--- config.mk ---
export PLATFORM = sky130hd
export DESIGN_NAME = timer_ctrl
export DESIGN_NICKNAME = d
export VERILOG_FILES = /design/src/rtl/timer_ctrl.sv
export SDC_FILE = /design/constraint.sdc
export NUM_CORES = 1
export LEC_CHECK = 0
export ABC_AREA = 0
export CORE_ASPECT_RATIO = 1.2
export CORE_UTILIZATION = 25
export DETAILED_ROUTE_END_ITERATION = 10
export PLACE_DENSITY = 0.5
export SLEW_MARGIN = 30
export SYNTH_ARGS = -nofsm -noshare
export SYNTH_HDL_FRONTEND = slang
export SYNTH_SLANG_ARGS = --single-unit
--- constraint.sdc ---
create_clock -name inpulse -period 2.6 [get_ports inpulse]
set_clock_uncertainty 0.2 [all_clocks]
set_input_delay 0.39 -clock inpulse [delete_from_list [all_inputs] [get_ports inpulse]]
set_output_delay 0.39 -clock inpulse [all_outputs]
set_load 0.005 [all_outputs]
--- src/rtl/timer_ctrl.sv ---
// Run/pause/clear/alarm controller for a cascaded BCD seconds chain.
// Divides inpulse into one-cycle seconds ticks, sequences a synchronous
// clear of the chain and watches the chain digits against an alarm target.
//
// state | meaning
// ------+---------------------------------------------------------------
// IDLE  | chain cleared, waiting for start
// RUN   | prescaler counting, ticks issued, alarm compare armed
// PAUSE | prescaler frozen mid-second, waiting for start to resume
// ALARM | digits reached the target; ticks stopped until stop/clear
// CLEAR | two-cycle chain reset: tick+cnt_rst, then cnt_rst alone
//
// DIV must be at least 4 so a new tick can never overlap the compare
// window of the previous one.
module timer_ctrl #(
    parameter int DIV  = 50000000,
    parameter int DIVW = 26
) (
    input  logic       inpulse,
    input  logic       rst,
    input  logic       start,
    input  logic       stop,
    input  logic       clear,
    input  logic       alarm_en,
    input  logic [3:0] alarm_ones,
    input  logic [3:0] alarm_tens,
    input  logic [3:0] dig_ones,
    input  logic [3:0] dig_tens,
    output logic       tick,
    output logic       cnt_rst,
    output logic       running,
    output logic       alarm,
    output logic [2:0] state
);

    localparam logic [2:0] ST_IDLE  = 3'd0;
    localparam logic [2:0] ST_RUN   = 3'd1;
    localparam logic [2:0] ST_PAUSE = 3'd2;
    localparam logic [2:0] ST_ALARM = 3'd3;
    localparam logic [2:0] ST_CLEAR = 3'd4;

    localparam logic [DIVW-1:0] PRESC_TOP = DIVW'(DIV - 1);

    logic            hist_start, hist_stop, hist_clear;
    logic            press_start, press_stop, press_clear;
    logic [DIVW-1:0] presc, presc_nxt;
    logic [1:0]      clr_cnt, clr_cnt_nxt;
    logic [1:0]      pend, pend_nxt;
    logic [2:0]      state_nxt;
    logic            tick_nxt;
    logic            wrap;
    logic            match;

    assign press_start = start & ~hist_start;
    assign press_stop  = stop  & ~hist_stop;
    assign press_clear = clear & ~hist_clear;

    // pend[1] marks the cycle two after a tick, when the chain has settled
    assign wrap  = (presc == PRESC_TOP);
    assign match = pend[1] & alarm_en & (dig_ones == alarm_ones) & (dig_tens == alarm_tens);

    assign running = (state == ST_RUN);
    assign alarm   = (state == ST_ALARM);

    // Next-state, prescaler and tick decisions with clear > stop > match > start
    always_comb begin
        state_nxt   = state;
        presc_nxt   = presc;
        clr_cnt_nxt = clr_cnt;
        tick_nxt    = 1'b0;
        if (state == ST_CLEAR) begin
            presc_nxt = '0;
            case (clr_cnt)
                2'd0: begin
                    // entry straight out of rst: emit the chain-reset tick
                    tick_nxt    = 1'b1;
                    clr_cnt_nxt = 2'd1;
                end
                2'd1: clr_cnt_nxt = 2'd2;
                default: begin
                    state_nxt   = ST_IDLE;
                    clr_cnt_nxt = 2'd0;
                end
            endcase
        end else if (press_clear) begin
            state_nxt   = ST_CLEAR;
            clr_cnt_nxt = 2'd1;
            tick_nxt    = 1'b1;
        end else begin
            case (state)
                ST_IDLE: begin
                    if (press_start) state_nxt = ST_RUN;
                end
                ST_RUN: begin
                    if (press_stop) begin
                        state_nxt = ST_PAUSE;
                        if (wrap) presc_nxt = '0;
                    end else begin
                        presc_nxt = wrap ? '0 : presc + DIVW'(1);
                        tick_nxt  = wrap;
                        if (match) state_nxt = ST_ALARM;
                    end
                end
                ST_PAUSE: begin
                    if (press_start) state_nxt = ST_RUN;
                end
                ST_ALARM: begin
                    if (press_stop) state_nxt = ST_PAUSE;
                end
                default: begin
                    state_nxt   = ST_CLEAR;
                    clr_cnt_nxt = 2'd0;
                end
            endcase
        end
        pend_nxt = (state_nxt == ST_RUN) ? {pend[0], tick & (state == ST_RUN)} : 2'b00;
    end

    // Register state, counters, button history and the chain-facing outputs
    always_ff @(posedge inpulse) begin
        if (rst) begin
            state      <= ST_CLEAR;
            clr_cnt    <= 2'd0;
            presc      <= '0;
            pend       <= 2'b00;
            tick       <= 1'b0;
            cnt_rst    <= 1'b1;
            hist_start <= 1'b1;
            hist_stop  <= 1'b1;
            hist_clear <= 1'b1;
        end else begin
            state      <= state_nxt;
            clr_cnt    <= clr_cnt_nxt;
            presc      <= presc_nxt;
            pend       <= pend_nxt;
            tick       <= tick_nxt;
            cnt_rst    <= (state_nxt == ST_CLEAR);
            hist_start <= start;
            hist_stop  <= stop;
            hist_clear <= clear;
        end
    end

endmodule

Word level (Yosys, flattened, before mapping)
Cells that the tools add are included.
Widths: inputs -> output; s select.
{"block": "word_totals", "regBits": 38, "inputBits": 22, "output_inout_bits": 7, "word_cells": 62}
{"block": "op_classes", "n_addsub": 1, "n_eq_ne": 12, "mux": 20, "bitwise": 12, "reduce_logical": 8}
{"operator": "$mux 26", "count": 3}
{"operator": "$add 26x1->26 const B", "count": 1}
{"operator": "$eq 26x26->1 const B", "count": 1}
{"operator": "$mux 3", "count": 7}
{"operator": "$pmux 3 s3", "count": 1}
{"operator": "$eq 4x4->1", "count": 2}
{"operator": "$reduce_or 2->1", "count": 4}
{"operator": "$and 1x1->1", "count": 7}
{"operator": "$eq 3x1->1 const B", "count": 2}
{"operator": "$eq 3x2->1 const B", "count": 2}
{"operator": "$eq 3x3->1 const B", "count": 2}
{"operator": "$mux 2", "count": 3}
{"operator": "$mux 1", "count": 5}
{"operator": "$not 1->1", "count": 5}
{"operator": "$pmux 2 s2", "count": 1}
{"operator": "$reduce_or 4->1", "count": 1}
{"operator": "$logic_not 3->1", "count": 1}
{"operator": "$ne 3x1->1 const B", "count": 1}
{"operator": "$reduce_and 3->1", "count": 1}
{"operator": "$eq 2x1->1 const B", "count": 1}
{"operator": "$logic_not 2->1", "count": 1}
{"operator": "$ne 2x1->1 const B", "count": 1}

Longest topological paths before layout
Gate-level depths: netlist (run 1).
{"block": "depth", "depth_word": 11, "mapped_depth": 8, "ltp_nobuf": 6}

Least setup slack after synthesis (run 1)
No wires, ideal clock.
{"block": "synth_timing", "path_kind": "reg-to-reg", "from": "register presc[10]", "to": "register presc[24]", "setup_ns": 0.070, "arrival_time_ns": 2.327, "t_required_ns": 2.330, "slack_ns": 0.002, "stages_incl_launch_ff": 7, "path_buffers": 1, "period_less_slack_ns": 2.598, "cell_sequence": "dfxtp_1 > or4b_4 > or4_4 > o21a_4 > buf_6 > or4_1 > a21oi_1"}
{"block": "synth_via", "elab_chain_len": 3, "elab_cells_between_ends": 6, "classes_between": "add/sub: 1; eq/ne: 2; mux: 2; reduce/logical: 1"}
{"item": "start: declaration", "line": "46", "rtl": "logic [DIVW-1:0] presc, presc_nxt;"}
{"item": "start signal: assignment", "line": "134", "rtl": "presc <= presc_nxt;"}
{"item": "$add 26x1->26 or $eq 26x26->1 (tied branches)", "line": "99, 59"}
{"item": "$mux 26 or $ne 2x1->1 (tied branches)"}
{"item": "$mux 26 or $reduce_and 3->1 (tied branches)"}
Several ways; a longest one is shown, not always the timed one.
A chain may end at the register's enable or synchronous reset.

Worst setup path in the final report (run 1)
{"block": "layout_timing", "from": "register presc[11]", "to": "register presc[7]"}
{"block": "layout_via", "elab_chain_len": 3, "elab_cells_between_ends": 5, "classes_between": "eq/ne: 2; mux: 2; reduce/logical: 1"}
{"item": "$eq 26x26->1 *", "line": "59", "rtl": "assign wrap = (presc == PRESC_TOP);"}
{"item": "$ne 2x1->1 (no source line) or $mux 26 (tied branches)"}
{"item": "$reduce_and 3->1 (no source line) or $mux 26 (tied branches)"}
Mark *: on every way between the ends. The rest lies on a longest branch, timed or not.

==> results of run 1 <==
-- state kept, by name, summed over array words and instances (netlist names) --
signal / cells
presc: 26
state: 3
clr_cnt: 2
pend: 2
cnt_rst: 1
hist_clear: 1
hist_start: 1
hist_stop: 1
tick: 1
-- final timing paths --
| kind | endpoint | cells after the start | start | slack, ns |
|---|---|---|---|---|
| max | presc[7] | 7 | presc[11] | -0.05 |
| min | pend[1] | 1 | pend[0] | 0.23 |
| max reg2reg | presc[7] | 7 | presc[11] | -0.05 |
| min reg2reg | pend[1] | 1 | pend[0] | 0.23 |
-- critical path, stage by stage (launching register included) --
cell,delay (ns)
dfxtp_2,0.32
or4b_4,0.53
or4_4,0.54
o21a_4,0.25
buf_6,0.15
buf_6,0.12
or3_4,0.37
a21oi_2,0.11
-- power by group through the flow --
stage | Combinational (µW) | Clock, µW | Sequential, µW
after floorplan | 51.3 | 0 | 620
after global placement | 120 | 0 | 621
after detailed placement | 122 | 0 | 621
after CTS | 127 | 528 | 607
after global routing | 139 | 547 | 610
final | 129 | 514 | 607
-- layout make-up --
cell class | instances | area share
clock buffer | 5 | 0.0253
clock inverter | 3 | 0.0165
inverter | 3 | 0.00414
multi-input combinational | 186 | 0.439
sequential | 38 | 0.280
tap | 92 | 0.0423
timing repair buffer | 59 | 0.193
-- per-stage QoR --
stage          area [µm²]  power, µW  TNS (ns)   util  instances
6_report             2720       1250    -0.228  0.357        386
5_1_grt              2720       1300    -0.755  0.357        386
4_1_cts              2670       1260    -0.310  0.351        386
3_5_place_dp         2510        743    -0.133  0.329        372
3_3_place_gp         2510        741  -0.00600  0.329        372
2_1_floorplan        1960        672         0      -        236
-- cell usage after synthesis --
| cell type | n |
|---|---|
| or4b_4 | 1 |
| nand4_1 | 15 |
| buf_6 | 1 |
| mux2i_1 | 1 |
| o21ai_1 | 1 |
| or4b_1 | 1 |
| and4_1 | 2 |
| and3_1 | 4 |
| o31ai_1 | 8 |
| nand2_1 | 12 |
| or4_1 | 12 |
| nand2b_1 | 4 |
| nand3_1 | 13 |
| nor4_1 | 5 |
| xor2_1 | 1 |
| a21oi_1 | 26 |
| o21a_4 | 1 |
| nand3b_1 | 1 |
| ha_1 | 1 |
| and2_1 | 6 |
| o21a_1 | 1 |
| nor3b_1 | 2 |
| o21ai_0 | 17 |
| a31oi_1 | 4 |
| nor2_1 | 5 |
| dfxtp_1 | 38 |
| nor2b_1 | 2 |
| o221a_2 | 1 |
| a22o_1 | 1 |
| a41oi_1 | 1 |
| inv_1 | 3 |
| or3_1 | 9 |
| xnor2_1 | 8 |
| or2_2 | 5 |
| a21o_1 | 1 |
| nor3_1 | 9 |
| or4_4 | 1 |
| a311oi_1 | 3 |
| clkbuf_1 | 9 |
-- kinds of logic after synthesis --
kind of cell | share of synthesized area
compound gates | 0.199
xor+xnor | 0.0402
fa+ha+maj | 0.00638
buf+inv | 0.0287
flops | 0.388
mux | 0.00511
simple gates | 0.332
-- timing repair --
action,in CTS,in global routing
pin swaps,15,5
setup endpoints to repair,14,18
gates resized for setup,4,12
setup buffers,5,0
gates cloned,1,0
endpoints found under the hold margin,0,0
-- metal layers --
metal / up-vias / global-route usage
met5: - / 0
met4: 0 / 0.0557
met3: 8 / 0.0335
met2: 52 / 0.238
met1: 989 / 0.176
li1: 1023 / -
==> results.md, run 1 <==
- Setup WS pre-CTS: -0.0325 ns
- Fin worst setup slack: -0.0511 ns
- Synth unique cells: 39
- Antenna-violating nets left: 0
- Largest net degree at the start of global routing: 18
- Commonest cells after routing, fill and taps aside: 36 x dfxtp_1, 28 x clkdlybuf4s50_1, 28 x buf_4
- Static leakage power: approximately 0.00086 µW
- Num CTS Buffers: 5
- Hold Slack: 0.231 ns
- Avg Vias per Cell: 5.37
- GRT Total Usage: 0.142
- Synth Net Count: 259
- Die ar.: 0.00820 mm²
- P_sw: 295 µW
- Endpoints failing hold: 0
- Initial DRT Pass Iterations: 4
- Status: complete, but fails checks
- CP Launch Type: register
- Core Region: 0.00762 mm²
- Syn-to-layout area delta: 38.9%
- Critical path fanouts, max: 7
- Hold WC Path Type: reg2reg
- Maxcap violations: 0
- CTS root buf: clkbuf_8
- Initial DRC Count: approximately 120
- First-pass GRT wire length: approximately 9500 µm
- Die Height: 99.0 µm
- Placer Congestion: between 0.7 and 0.8
- Layout cells sized above 1: 0.207
- Synth Register Bits: 38
- Post-route minimum period: ~2.7 ns
- Initial Util: 0.257
- Worst EP arrival: roughly 2.7 ns
- Register area share after synthesis: 0.388
- Critical path class: reg2reg
- Logic pwr share: 0.103
- Fmax: 0.377 GHz
- Hold-fix buffers, CTS: 0
- I/O pin count: 29
- Die X: 82.8 µm
- GR Overflow Total: 0
- Post-Syn Area: roughly 0.0020 mm²
- TritonCTS clock tree: yes
- DR WL/cell: 14.9 µm
- Commonest non-fill, non-tap cell in the layout: dfxtp_1
- Flop pwr share: 0.486
- Worst Tran Pin Value: 0.612 ns
- Synth warn: 0
- Cell Pwr Density: roughly 460 mW/mm²
- Relative slew slack: 0.588
- Failing checks: setup timing
- RSZ-0062 raised after global routing: yes
- Clock latency on the worst-skew pair: 0.30 ns
- Setup-failing EPs final: 7
- # DRC: 0
- Max Root-Sink Buffers: 2
- Max Used Layer: met4
- HPWL Detailed: 3910 µm
- # fillers: 827
- Synth top area cells: dfxtp_1 39%, a21oi_1 6.6%, nand4_1 4.8%, or4_1 4.6%, o21ai_0 4.3%
- Sw frac: 0.236
- Top-area cell type share of the netlist area: 0.388
- VDD IR-drop max: 0.000280 V
- Final period util: 1.02
- Mean area per synthesized cell: a little over 8 µm²
- Cell taking the most area after synthesis: dfxtp_1
- Final WL: 5770 µm
- WL met2: ~2800 µm
- ANT cells: 0
- Crit. End Element: register
- Met3 wire length: approximately 240 µm
- Reg area: 763 µm²
- Initial antenna violation count: 0
- H-Tree Depth: 2
- Metal-1 WL: 2600 µm
- Count of final max-slew check failures: 0
- Vias in the first global route: 1973
- PortBufs: 28
- Synth Instances: between 200 and 250
- Via count: 2072
- Clk slew on worst S/H paths: 0.09 ns
- Internal Power: 955 µW
- Clock sink count: 38
- Layout Nets: 316
- CP required: 2.63 ns
- Row count: 35
- Clock share of power: 0.412
- Area of the multi-input gates: 0.00119 mm²
Power figures use the tool's default switching activity.
==> run 2, diff against run 1 <==
--- a/config.mk
+++ b/config.mk
@@ -8,6 +8,7 @@
 export ABC_AREA = 0
 export CORE_ASPECT_RATIO = 1.2
 export CORE_UTILIZATION = 25
+export CTS_CLUSTER_DIAMETER = 150
 export DETAILED_ROUTE_END_ITERATION = 10
 export PLACE_DENSITY = 0.5
 export SLEW_MARGIN = 30
==> results of run 2 <==
Final layout, timing and power as in run 1 (identical DEF).
==> run 3, diff against run 2 <==
--- a/config.mk
+++ b/config.mk
@@ -7,10 +7,11 @@
 export LEC_CHECK = 0
 export ABC_AREA = 0
 export CORE_ASPECT_RATIO = 1.2
-export CORE_UTILIZATION = 25
+export CORE_UTILIZATION = 48
 export CTS_CLUSTER_DIAMETER = 150
+export CTS_CLUSTER_SIZE = 8
 export DETAILED_ROUTE_END_ITERATION = 10
-export PLACE_DENSITY = 0.5
+export PLACE_DENSITY = 0.81
 export SLEW_MARGIN = 30
 export SYNTH_ARGS = -nofsm -noshare
 export SYNTH_HDL_FRONTEND = slang
==> run 3 against run 2 <==
The flow still finishes with violations (setup timing). Sequential share of layout area is 1.5 points higher. Fmax up 1.6%. Sequential power hardly changed. Global-route usage is 12 points higher. Worst setup slack better by 0.041 ns. Register-to-register slack improved by 0.04 ns. Cell count decreased by 12%. Hold slack better by 0.0014 ns. Core utilization increased by 30 points. Sequential cell count did not move. Routed wire length shrank 10%. Critical path depth decreased by 2.
==> results.md, run 3 (same netlist as run 1, synthesis figures left out) <==
- Status: complete, but fails checks
- Failing checks: setup timing
- Syn-to-layout area delta: 31.7%
- Initial DRT Pass Iterations: 4 (unchanged)
- Core Region: 0.00394 mm² (-48%)
- Cell Pwr Density: 475 mW/mm² (+3.5%)
- HPWL Detailed: 3560 µm (-9.0%)
- Initial antenna violation count: 0 (unchanged)
- Critical path, cell by cell: or4b_4 -> or4_4 -> o21a_4 -> or4_1 -> a21oi_2
- Commonest cells after routing, fill and taps aside: 37 x dfxtp_1, 28 x clkdlybuf4s50_1, 23 x a21oi_1
- Max stage delay on crit path: 0.59 ns (+0.05 ns)
- Worst EP arrival: 2.65 ns (-0.03 ns)
- Final period util: 1.00 (-0.0157)
- Antenna-violating nets left: 0 (unchanged)
- # DRC: 0 (unchanged)
- Flop pwr share: 0.495 (+0.009)
- Number of flip-flops under the largest register name: 26 (unchanged)
- TritonCTS clock tree: yes
- Initial Util: 0.497 (+0.240)
- Static leakage power: 0.000823 µW (-4.7%)
- Crit. End Element: register
- Max Root-Sink Buffers: 2 (unchanged)
- Worst path slowest cell: or4_4
- GR Overflow Total: 0 (unchanged)
- Vias in the first global route: 1924 (-2.5%)
- Final WL: 5180 µm (-10%)
- Worst Tran Pin Value: 0.554 ns (-0.0578 ns)
- GRT Total Usage: 0.260 (+0.118)
- Fin worst setup slack: -0.0104 ns (+0.0407 ns)
- Critical path class: reg2reg
- Placer Congestion: 0.840 (+5.6%)
- I/O pin count: 29 (unchanged)
- # placed instances: 330 (-11%)
- RSZ-0062 raised after global routing: yes
- CTS root buf: clkbuf_8
- Endpoints failing hold: 0 (unchanged)
- Maxcap violations: 0 (unchanged)
- Internal Power: 949 µW (-0.61%)
- Die Height: 72.0 µm (-27%)
- Critical path fanouts, max: 7 (unchanged)
- Num CTS Buffers: 5 (unchanged)
- # fillers: 334 (-60%)
- Clock latency on the worst-skew pair: 0.30 ns (about the same)
- CP delay by family, top: simple AND/OR/NAND/NOR gates
- Top Registers: presc (26), state (3)
- Relative slew slack: 0.627 (+0.0389)
- Sw frac: 0.226 (-0.00983)
- Hold-fix buffers, CTS: 0 (unchanged)
- Clk slew on worst S/H paths: 0.07 ns (-0.02 ns)
- Post-route insts no fill: 340 (-12%)
- Post-route minimum period: 2.61 ns (-0.0407 ns)
- Row count: 25 (-29%)
- # Post-CTS Setup Buffers: 0 (-5)
- CP required: 2.64 ns (about the same)
- Logic pwr share: 0.100 (-0.003)
- Layout Nets: 308 (-2.5%)
- Fmax: 0.383 GHz (+1.6%)
- H-Tree Depth: 2 (unchanged)
- DR WL/cell: 15.2 µm (+2.0%)
- Avg Vias per Cell: 5.98 (+11%)
- Initial DRC Count: 170 (+45%)
- Setup-failing EPs final: 1 (-6)
- Via count: 2034 (-1.8%)
- Commonest non-fill, non-tap cell in the layout: dfxtp_1
- Tot Pwr: 1230 µW (-1.9%)
- First-pass GRT wire length: 8540 µm (-9.7%)
- CP Launch Type: register
- VDD IR-drop max: 0.000366 V (+31%)
- PortBufs: 28 (unchanged)
- Count of final max-slew check failures: 0 (unchanged)
- ANT cells: 0 (unchanged)
- Clock sink count: 38 (unchanged)
- P_sw: 278 µW (-6.0%)
- Die ar.: 0.00435 mm² (-47%)
- Die X: 60.3 µm (-27%)
- Post-layout util: 0.655 (+0.298)
- Layout cells sized above 1: 0.164 (-0.0431)
- Clock share of power: 0.405 (-0.007)
- Worst path buffer plus inverter count: 0 (-2)
- Hold WC Path Type: reg2reg
- Largest net degree at the start of global routing: 18 (unchanged)
- Largest Register: presc
## run 3: cell types whose count changed in the layout (fill, tap and decap cells not counted), sizes merged
cell | previous run | this run
clkinv | 0 | 2
clkinvlp | 2 | 0
buf | 31 | 22
o21a | 3 | 4
## run 3: power groups by stage
stage	Clock (µW)	Combinational, µW	Sequential [µW]
after global placement	0	117	621
after detailed placement	0	119	621
final	497	122	608
after floorplan	0	51.3	620
after CTS	502	122	608
after global routing	526	135	610
## run 3: worst paths after layout
path / end / slack [ns] / startpoint / depth (start not counted)
hold / removal: pend[1] / 0.23 / pend[0] / 1
hold reg to reg: pend[1] / 0.23 / pend[0] / 1
setup reg to reg: presc[11] / -0.01 / presc[10] / 5
setup / recovery: presc[11] / -0.01 / presc[10] / 5
## run 3: routing by layer
layer | up-vias | global-route usage | part of all wire | wire [µm]
li1 | 1012 | - | - | -
met1 | 940 | 0.315 | 0.42 | 2150
met2 | 67 | 0.415 | 0.51 | 2650
met3 | 15 | 0.0606 | 0.053 | 272
met4 | 0 | 0.142 | 0.020 | 101
met5 | - | 0 | 0 | 0
## run 3: timing repair
| item | CTS | global route |
|---|---|---|
| setup endpoints to repair | 5 | 13 |
| cloned | 2 | 0 |
| hold endpoints to repair | 0 | 0 |
| pin swaps | 2 | 16 |
| gates resized for setup | 0 | 7 |
## run 3: cell type report
| type | instances | area (µm²) | share of cell area |
|---|---|---|---|
| repair buffers | 50 | 445 | 0.173 |
| inverters | 3 | 11.3 | 0.00436 |
| clock inverters | 3 | 40.0 | 0.0155 |
| flip-flops and latches | 38 | 762 | 0.295 |
| clock buffers | 5 | 68.8 | 0.0267 |
| multi-input cells | 187 | 1190 | 0.460 |
| well taps | 54 | 67.6 | 0.0262 |
## run 3: metrics by stage
| stage | hold WS [ns] | area, µm² | worst slack [ns] | setup TNS, ns |
|---|---|---|---|---|
| CTS | 0.236 | 2550 | 0.00105 | 0 |
| global route | 0.251 | 2580 | -0.0424 | -0.259 |
| detailed placement | 0.218 | 2430 | -0.0216 | -0.0593 |
| floorplan | 0.206 | 1960 | 0.00232 | 0 |
| finish | 0.233 | 2580 | -0.0104 | -0.0104 |
| global placement | 0.210 | 2430 | 0.0134 | 0 |
